[config.mk]
export PLATFORM = sky130hd
export DESIGN_NAME = udp_cmd_rx
export DESIGN_NICKNAME = d
export VERILOG_FILES = /design/src/rtl/udp_cmd_rx.sv
export SDC_FILE = /design/constraint.sdc
export NUM_CORES = 1
export LEC_CHECK = 0
export ABC_AREA = 1
export BUFFER_PORTS_ARGS = -buffer_cell sky130_fd_sc_hd__buf_2
export CAP_MARGIN = 40
export CORE_MARGIN = 2
export CORE_UTILIZATION = 55
export CTS_BUF_LIST = sky130_fd_sc_hd__clkbuf_8
export CTS_CLUSTER_SIZE = 10
export DETAILED_ROUTE_END_ITERATION = 10
export PLACE_DENSITY = 0.77
export SLEW_MARGIN = 20
export SYNTH_ARGS = -nofsm -noshare
export SYNTH_HDL_FRONTEND = slang
export SYNTH_SLANG_ARGS = --single-unit
[constraint.sdc]
create_clock -name clk -period 2.2 [get_ports clk]
set_input_delay 0.11 -clock clk [delete_from_list [all_inputs] [get_ports clk]]
set_output_delay 0.11 -clock clk [all_outputs]
set_load 0.02 [all_outputs]
[src/rtl/udp_cmd_rx.sv]
// udp_cmd_rx: parses 8-byte host command datagrams into capture control.
// Optional UDP_CMD_STATS_EN adds saturating good/bad frame counters.
module udp_cmd_rx #(
  parameter logic [15:0] CMD_PORT     = 16'd5000,
  parameter logic [15:0] MAGIC        = 16'hADC0,
  parameter logic [5:0]  DEFAULT_MASK = 6'h3F,
  parameter logic [15:0] DEFAULT_PKTS = 16'd1
) (
  input  logic        clk,
  input  logic        rstn,
  input  logic        udp_hdr_valid,
  output logic        udp_hdr_ready,
  input  logic [15:0] udp_dest_port,
  input  logic [15:0] udp_length,
  input  logic [7:0]  s_axis_tdata,
  input  logic        s_axis_tvalid,
  output logic        s_axis_tready,
  input  logic        s_axis_tlast,
  input  logic        s_axis_tuser,
  output logic        start,
  output logic        soft_rst,
  output logic [5:0]  ch_mask,
  output logic [15:0] pkt_count,
  output logic [15:0] good_cnt,
  output logic [15:0] bad_cnt
);

  typedef enum logic [1:0] {
    IDLE, PAYLOAD, DROP, EXEC
  } state_t;

  state_t      state_q, state_n;
  logic [63:0] sr_q, sr_n;
  logic [2:0]  idx_q, idx_n;
  logic        hdr_rdy_q, tready_q;
  logic        start_q, start_n;
  logic        soft_q, soft_n;
  logic [5:0]  mask_q, mask_n;
  logic [15:0] pkts_q, pkts_n;
  logic        good_inc, bad_inc;

  logic        hdr_hs, beat;
  logic        magic_ok;
  logic [7:0]  op;
  logic [31:0] arg;
  logic        cmd_start, cmd_mask;
  logic        cmd_pkts, cmd_srst;

  assign hdr_hs = udp_hdr_valid & hdr_rdy_q;
  assign beat   = s_axis_tvalid & tready_q;

  assign magic_ok  = sr_q[63:48] == MAGIC;
  assign op        = sr_q[47:40];
  assign arg       = sr_q[31:0];
  assign cmd_start = magic_ok && op == 8'h01;
  assign cmd_mask  = magic_ok && op == 8'h02;
  assign cmd_pkts  = magic_ok && op == 8'h03;
  assign cmd_srst  = magic_ok && op == 8'h04;

  always_comb begin
    state_n  = state_q;
    sr_n     = sr_q;
    idx_n    = idx_q;
    start_n  = 1'b0;
    soft_n   = 1'b0;
    mask_n   = mask_q;
    pkts_n   = pkts_q;
    good_inc = 1'b0;
    bad_inc  = 1'b0;
    unique case (state_q)
      IDLE: begin
        if (hdr_hs) begin
          if (udp_dest_port != CMD_PORT) begin
            state_n = DROP;
          end else if (udp_length == 16'd16) begin
            state_n = PAYLOAD;
            idx_n   = 3'd0;
          end else begin
            state_n = DROP;
            bad_inc = 1'b1;
          end
        end
      end
      PAYLOAD: begin
        if (beat) begin
          sr_n  = {sr_q[55:0], s_axis_tdata};
          idx_n = idx_q + 3'd1;
          unique case (1'b1)
            s_axis_tuser: begin
              bad_inc = 1'b1;
              state_n = s_axis_tlast ? IDLE : DROP;
            end
            !s_axis_tuser && s_axis_tlast
              && idx_q == 3'd7: begin
              state_n = EXEC;
            end
            !s_axis_tuser && s_axis_tlast
              && idx_q != 3'd7: begin
              bad_inc = 1'b1;
              state_n = IDLE;
            end
            !s_axis_tuser && !s_axis_tlast
              && idx_q == 3'd7: begin
              bad_inc = 1'b1;
              state_n = DROP;
            end
            default: ;
          endcase
        end
      end
      DROP: begin
        if (beat && s_axis_tlast) begin
          state_n = IDLE;
        end
      end
      EXEC: begin
        state_n = IDLE;
        unique case (1'b1)
          cmd_start: begin
            start_n  = 1'b1;
            good_inc = 1'b1;
          end
          cmd_mask: begin
            if (arg[5:0] != 6'd0) begin
              mask_n   = arg[5:0];
              good_inc = 1'b1;
            end else begin
              bad_inc = 1'b1;
            end
          end
          cmd_pkts: begin
            if (arg[15:0] != 16'd0) begin
              pkts_n   = arg[15:0];
              good_inc = 1'b1;
            end else begin
              bad_inc = 1'b1;
            end
          end
          cmd_srst: begin
            soft_n   = 1'b1;
            good_inc = 1'b1;
          end
          default: bad_inc = 1'b1;
        endcase
      end
      default: state_n = IDLE;
    endcase
  end

  // readies track the next state so they are valid the cycle it is entered
  always_ff @(posedge clk or negedge rstn) begin
    if (!rstn) begin
      state_q   <= IDLE;
      sr_q      <= '0;
      idx_q     <= '0;
      hdr_rdy_q <= 1'b1;
      tready_q  <= 1'b0;
      start_q   <= 1'b0;
      soft_q    <= 1'b0;
      mask_q    <= DEFAULT_MASK;
      pkts_q    <= DEFAULT_PKTS;
    end else begin
      state_q   <= state_n;
      sr_q      <= sr_n;
      idx_q     <= idx_n;
      hdr_rdy_q <= state_n == IDLE;
      tready_q  <= state_n == PAYLOAD
                || state_n == DROP;
      start_q   <= start_n;
      soft_q    <= soft_n;
      mask_q    <= mask_n;
      pkts_q    <= pkts_n;
    end
  end

  assign udp_hdr_ready = hdr_rdy_q;
  assign s_axis_tready = tready_q;
  assign start         = start_q;
  assign soft_rst      = soft_q;
  assign ch_mask       = mask_q;
  assign pkt_count     = pkts_q;

`ifdef UDP_CMD_STATS_EN
  logic [15:0] good_q, bad_q;

  always_ff @(posedge clk or negedge rstn) begin
    if (!rstn) begin
      good_q <= '0;
      bad_q  <= '0;
    end else begin
      if (good_inc && good_q != 16'hFFFF) begin
        good_q <= good_q + 16'd1;
      end
      if (bad_inc && bad_q != 16'hFFFF) begin
        bad_q <= bad_q + 16'd1;
      end
    end
  end

  assign good_cnt = good_q;
  assign bad_cnt  = bad_q;
`else
  logic stats_unused;

  assign stats_unused = good_inc ^ bad_inc;
  assign good_cnt     = '0;
  assign bad_cnt      = '0;
`endif

endmodule

* Yosys cells after proc, flatten, opt, wreduce, memory -nomap -nowiden *
Cells that the tools add are included.

cells by class
  add/subtract/negate cells = 1
  eq/ne operators = 18
  mux-type cells = 17
  bitwise operators = 2
  reductions and logical operators = 22

operators by type and width
  kind                  count
  $eq 16x16->1 const B  1
  $eq 16x5->1 const B   1
  $eq 8x2->1 const B    2
  $ne 16x13->1 const B  1
  $pmux 2 s4            2
  $reduce_bool 16->1    1
  $mux 2                6
  $mux 3                4
  $logic_and 1x1->1     10
  $eq 8x1->1 const B    1
  $eq 8x3->1 const B    1
  $ne 2x2->1 const B    4
  $eq 2x2->1 const B    3
  $pmux 3 s2            1
  $reduce_and 3->1      2
  $reduce_bool 6->1     1
  $reduce_and 5->1      1
  $eq 2x1->1 const B    2
  $logic_not 2->1       2
  $mux 1                4
  $add 3x1->3 const B   1
  $eq 3x3->1 const B    1
  $ne 3x3->1 const B    1
  $and 1x1->1           2
  other kinds (4)       5

word-level totals
  register bits = 95
  input port bits = 46
  logic and storage cells = 69

* Logic depth before layout (Yosys ltp) *
  word-level depth = 8
  depth in mapped cells = 10
  depth with buffers taken out = 9

* Least setup slack after synthesis *
OpenSTA, ideal clock, no wires.

  path type = reg-to-reg
  start = register idx_q[0]
  end = register tready_q (netlist: s_axis_tready)
  library setup time = 0.126 ns
  data arrival time = 1.400 ns
  path slack = 0.674 ns
  stages on the path, launching flop included = 8
  path buffers = 0
  path through = dfrtp_1 > ha_1 > ha_1 > nor3_1 > nor2_1 > o21ai_0 > inv_1 > ha_1

on the way
  cells in the longest elaborated chain, start to end = 7
  elaborated cells on any way between the ends = 11
  those cells by class = eq/ne (4); mux (3); reduce/logical (4)

ends and longest elaborated chain
  item                                             line         text
  start: declaration                               34           logic [2:0] idx_q, idx_n;
  start signal: assignment                         165          idx_q <= idx_n;
  $eq 3x3->1 / $ne 3x3->1 (equally long branches)  94, 103, 98
  $logic_and 1x1->1 (on tied branches)             103, 94, 98
  $pmux 2 s4 (*)                                   88           unique case (1'b1)
  $mux 2 (*)                                       85           if (beat) begin
  $pmux 2 s4 (*)                                   70           unique case (state_q)
  net state_n[0]                                   32           state_t state_q, state_n;
  $eq 2x1->1 / $eq 2x2->1 (equally long branches)  167, 168
  $logic_or 1x1->1 (*)                             168          || state_n == DROP;
  end signal: assignment                           167          tready_q <= state_n == PAYLOAD
  end: declaration                                 35           logic hdr_rdy_q, tready_q;

Mark *: on every way through the listed nets, which the timed path passes. The rest lies on a longest branch.
A chain may end at the register's enable or synchronous reset.

* Worst setup path after layout *
Ends and elaborated chain as after synthesis.

==> reports/results.txt <==
Root Buffer: clkbuf_8
Max Cap Viol: 0
Worst-Margin Slew: 0.648 ns
fraction of registers with async set/reset: 1.00
RD Place Congestion: 0.829
Worst-path clk slew: 0.08 ns
fin area: 4990 um2
CORE AREA: 7770 um2
Leakage: 2.83 nW
num rows: 32
Skew-Pair Late Insertion Delay: 0.36 ns
Critical Path Start: idx_q[0]
final setup vio count: 0
R2R Path End: s_axis_tready
pin count of the biggest net entering global routing: 76
IO Port Bufs: 71
cell area after placement: 4690 um2
sequential area share after synthesis: 0.541
CTS tree: yes
Worst Reg-to-Reg Cells: 7
Power Density: 797 nW/um2
endpoint class of the critical path: register
Setup Fix Bufs, Post-CTS: 0
cells after synthesis: 533
max frequency: 571 MHz
ys flop type: dfrtp_1
Hold Crit Start: s_axis_tuser
unrepaired setup endpoints after global routing: no
DP Wirelength: 5830 um
drt pass-1 iters: 4
skew final: 0.0150 ns
clk buf depth: 2
worst hold margin: 0.184 ns
Rel. slew slack: 0.568
wire per inst: 11.6 um
Max Slew Vio Count: 0
setup TNS: 0 ns
Chip Height: 93.6 um
post-synth cell types: 27
WL final: 8310 um
Critical Path Start Type: register
commonest non-fill, non-tap cell in the layout: nand2_1
# diodes: 0
register bit total from synthesis: 95
vias: 3436
Tcrit/Tclk final: 0.796
hold worst-path end: state_q[0]
DRC viols: 0
most frequent cells in the layout: nand2_1 (214), dfrtp_1 (87), buf_2 (70), inv_1 (54)
fraction of layout cells with a size suffix above 1: 0.174
via count of the first global-routing pass: 3237
antenna violations before repair: 0
number of flops mapped to enable cells by yosys: 0
Arrival @ worst endpoint: 1.99 ns
Ports: 104
worst min-delay path class: in2reg
Nets: 658
via density per instance: 4.80
Fillers: 680
crit-path max FO: 3
Max rail drop VDD: 381 uV
reg2reg setup slack: 0.45 ns
first-pass GRT wire length: 14400 um
Sink Count: 95
outcome: complete, no violations
H-tree levels: 3
Synth Warn #: 0
Fin. Hold Viols: 0
critical path class: reg2reg
Hold Crit Depth: 4
Initial DRC Count: 258
Tot GR Track Use: 0.208
minimum clock period: 1.75 ns
Worst EP required: 2.43 ns
Worst R2R Start: idx_q[0]
Final ANT Viol Nets: 0
CTS Buf Count: 9
Die W: 93.6 um
initial core utilization: 0.568
GRT overflow: 0
Syn-to-layout area delta: 13.0%
die area: 8760 um2
Cell Area, Synth: 4410 um2
Mean Syn Cell Area: 8.28 um2
==> logic make-up (layout without fill, tap and decap cells) <==
| kind of cell | Yosys count | after routing | synth area share |
|---|---|---|---|
| fa+ha+maj | 3 | 3 | 0.00851 |
| other cells | 1 | 32 | 0.000850 |
| buf+inv | 105 | 155 | 0.129 |
| simple gates | 291 | 291 | 0.277 |
| flops | 95 | 95 | 0.541 |
| compound gates | 38 | 38 | 0.0437 |
==> metrics by stage <==
| step | utilization | setup slack [ns] | std cells | power [W] |
|---|---|---|---|---|
| CTS | 0.639 | 0.441 | 715 | 0.00400 |
| global route | 0.642 | 0.194 | 716 | 0.00422 |
| detailed placement | 0.603 | 0.458 | 690 | 0.00289 |
| global placement | 0.603 | 0.516 | 690 | 0.00285 |
| finish | 0.642 | 0.449 | 716 | 0.00397 |
| floorplan | - | 0.674 | 564 | 0.00268 |
==> worst max-delay path, stage by stage, from the launching register on <==
cell and delay [ns]:
dfrtp_1 0.40, ha_1 0.22, ha_1 0.20, nor3_1 0.13, nor2_1 0.07, o21ai_0 0.25
inv_1 0.09, ha_1 0.28
==> final cells by class <==
cell class	instances	area, um2	share of cell area
clock buffer	9	124	0.0248
clock inverter	7	66.3	0.0133
inverter	55	206	0.0414
multi-input combinational	364	1570	0.315
sequential	95	2390	0.479
tap	102	128	0.0256
timing repair buffer	84	503	0.101
==> power breakdown <==
group | switching [W] | leakage, nW | internal [W]
clock | 0.000584 | 0.0978 | 0.000517
combinational | 0.000394 | 1.52 | 0.000229
sequential | 0.000223 | 1.21 | 0.00203
total | 0.00120 | 2.83 | 0.00277
==> layer usage <==
metal	track usage	wire, um	part of all wire	vias up
met1	0.284	3830	0.46	1598
met3	0.0467	424	0.051	9
met4	0.0519	91	0.011	0
met5	0	0	0	-
met2	0.342	3960	0.48	97
li1	-	-	-	1732
==> sequential cells by signal, summed over array words and instances (netlist names) <==
signal	count
s_axis_tready	1
ch_mask	6
pkt_count	16
start	1
state_q	2
udp_hdr_ready	1
idx_q	3
soft_rst	1
sr_q	64
==> cells in the mapped netlist (4+ instances only) <==
library cell | number | area, um2
nor2_1 | 32 | 120
buf_4 | 39 | 293
dfstp_2 | 8 | 210
nand4_1 | 21 | 131
buf_2 | 5 | 25.0
o21ai_1 | 13 | 65.1
nand2_1 | 214 | 803
o21ai_0 | 23 | 115
nor3_1 | 4 | 20.0
nand3_1 | 10 | 50.1
inv_1 | 52 | 195
dfrtp_1 | 87 | 2180
==> worst max path at each step <==
stage	end	cells past startpoint
global placement	s_axis_tready	7
finish	s_axis_tready	7
detailed placement	s_axis_tready	7
global route	s_axis_tready	8
floorplan	s_axis_tready	7
CTS	s_axis_tready	7
==> repair_timing <==
| action | CTS | global route |
|---|---|---|
| hold endpoints to repair | 44 | 0 |
| resized for setup | 0 | 0 |
| hold buffers | 9 | 0 |
Power figures use the tool's default switching activity.
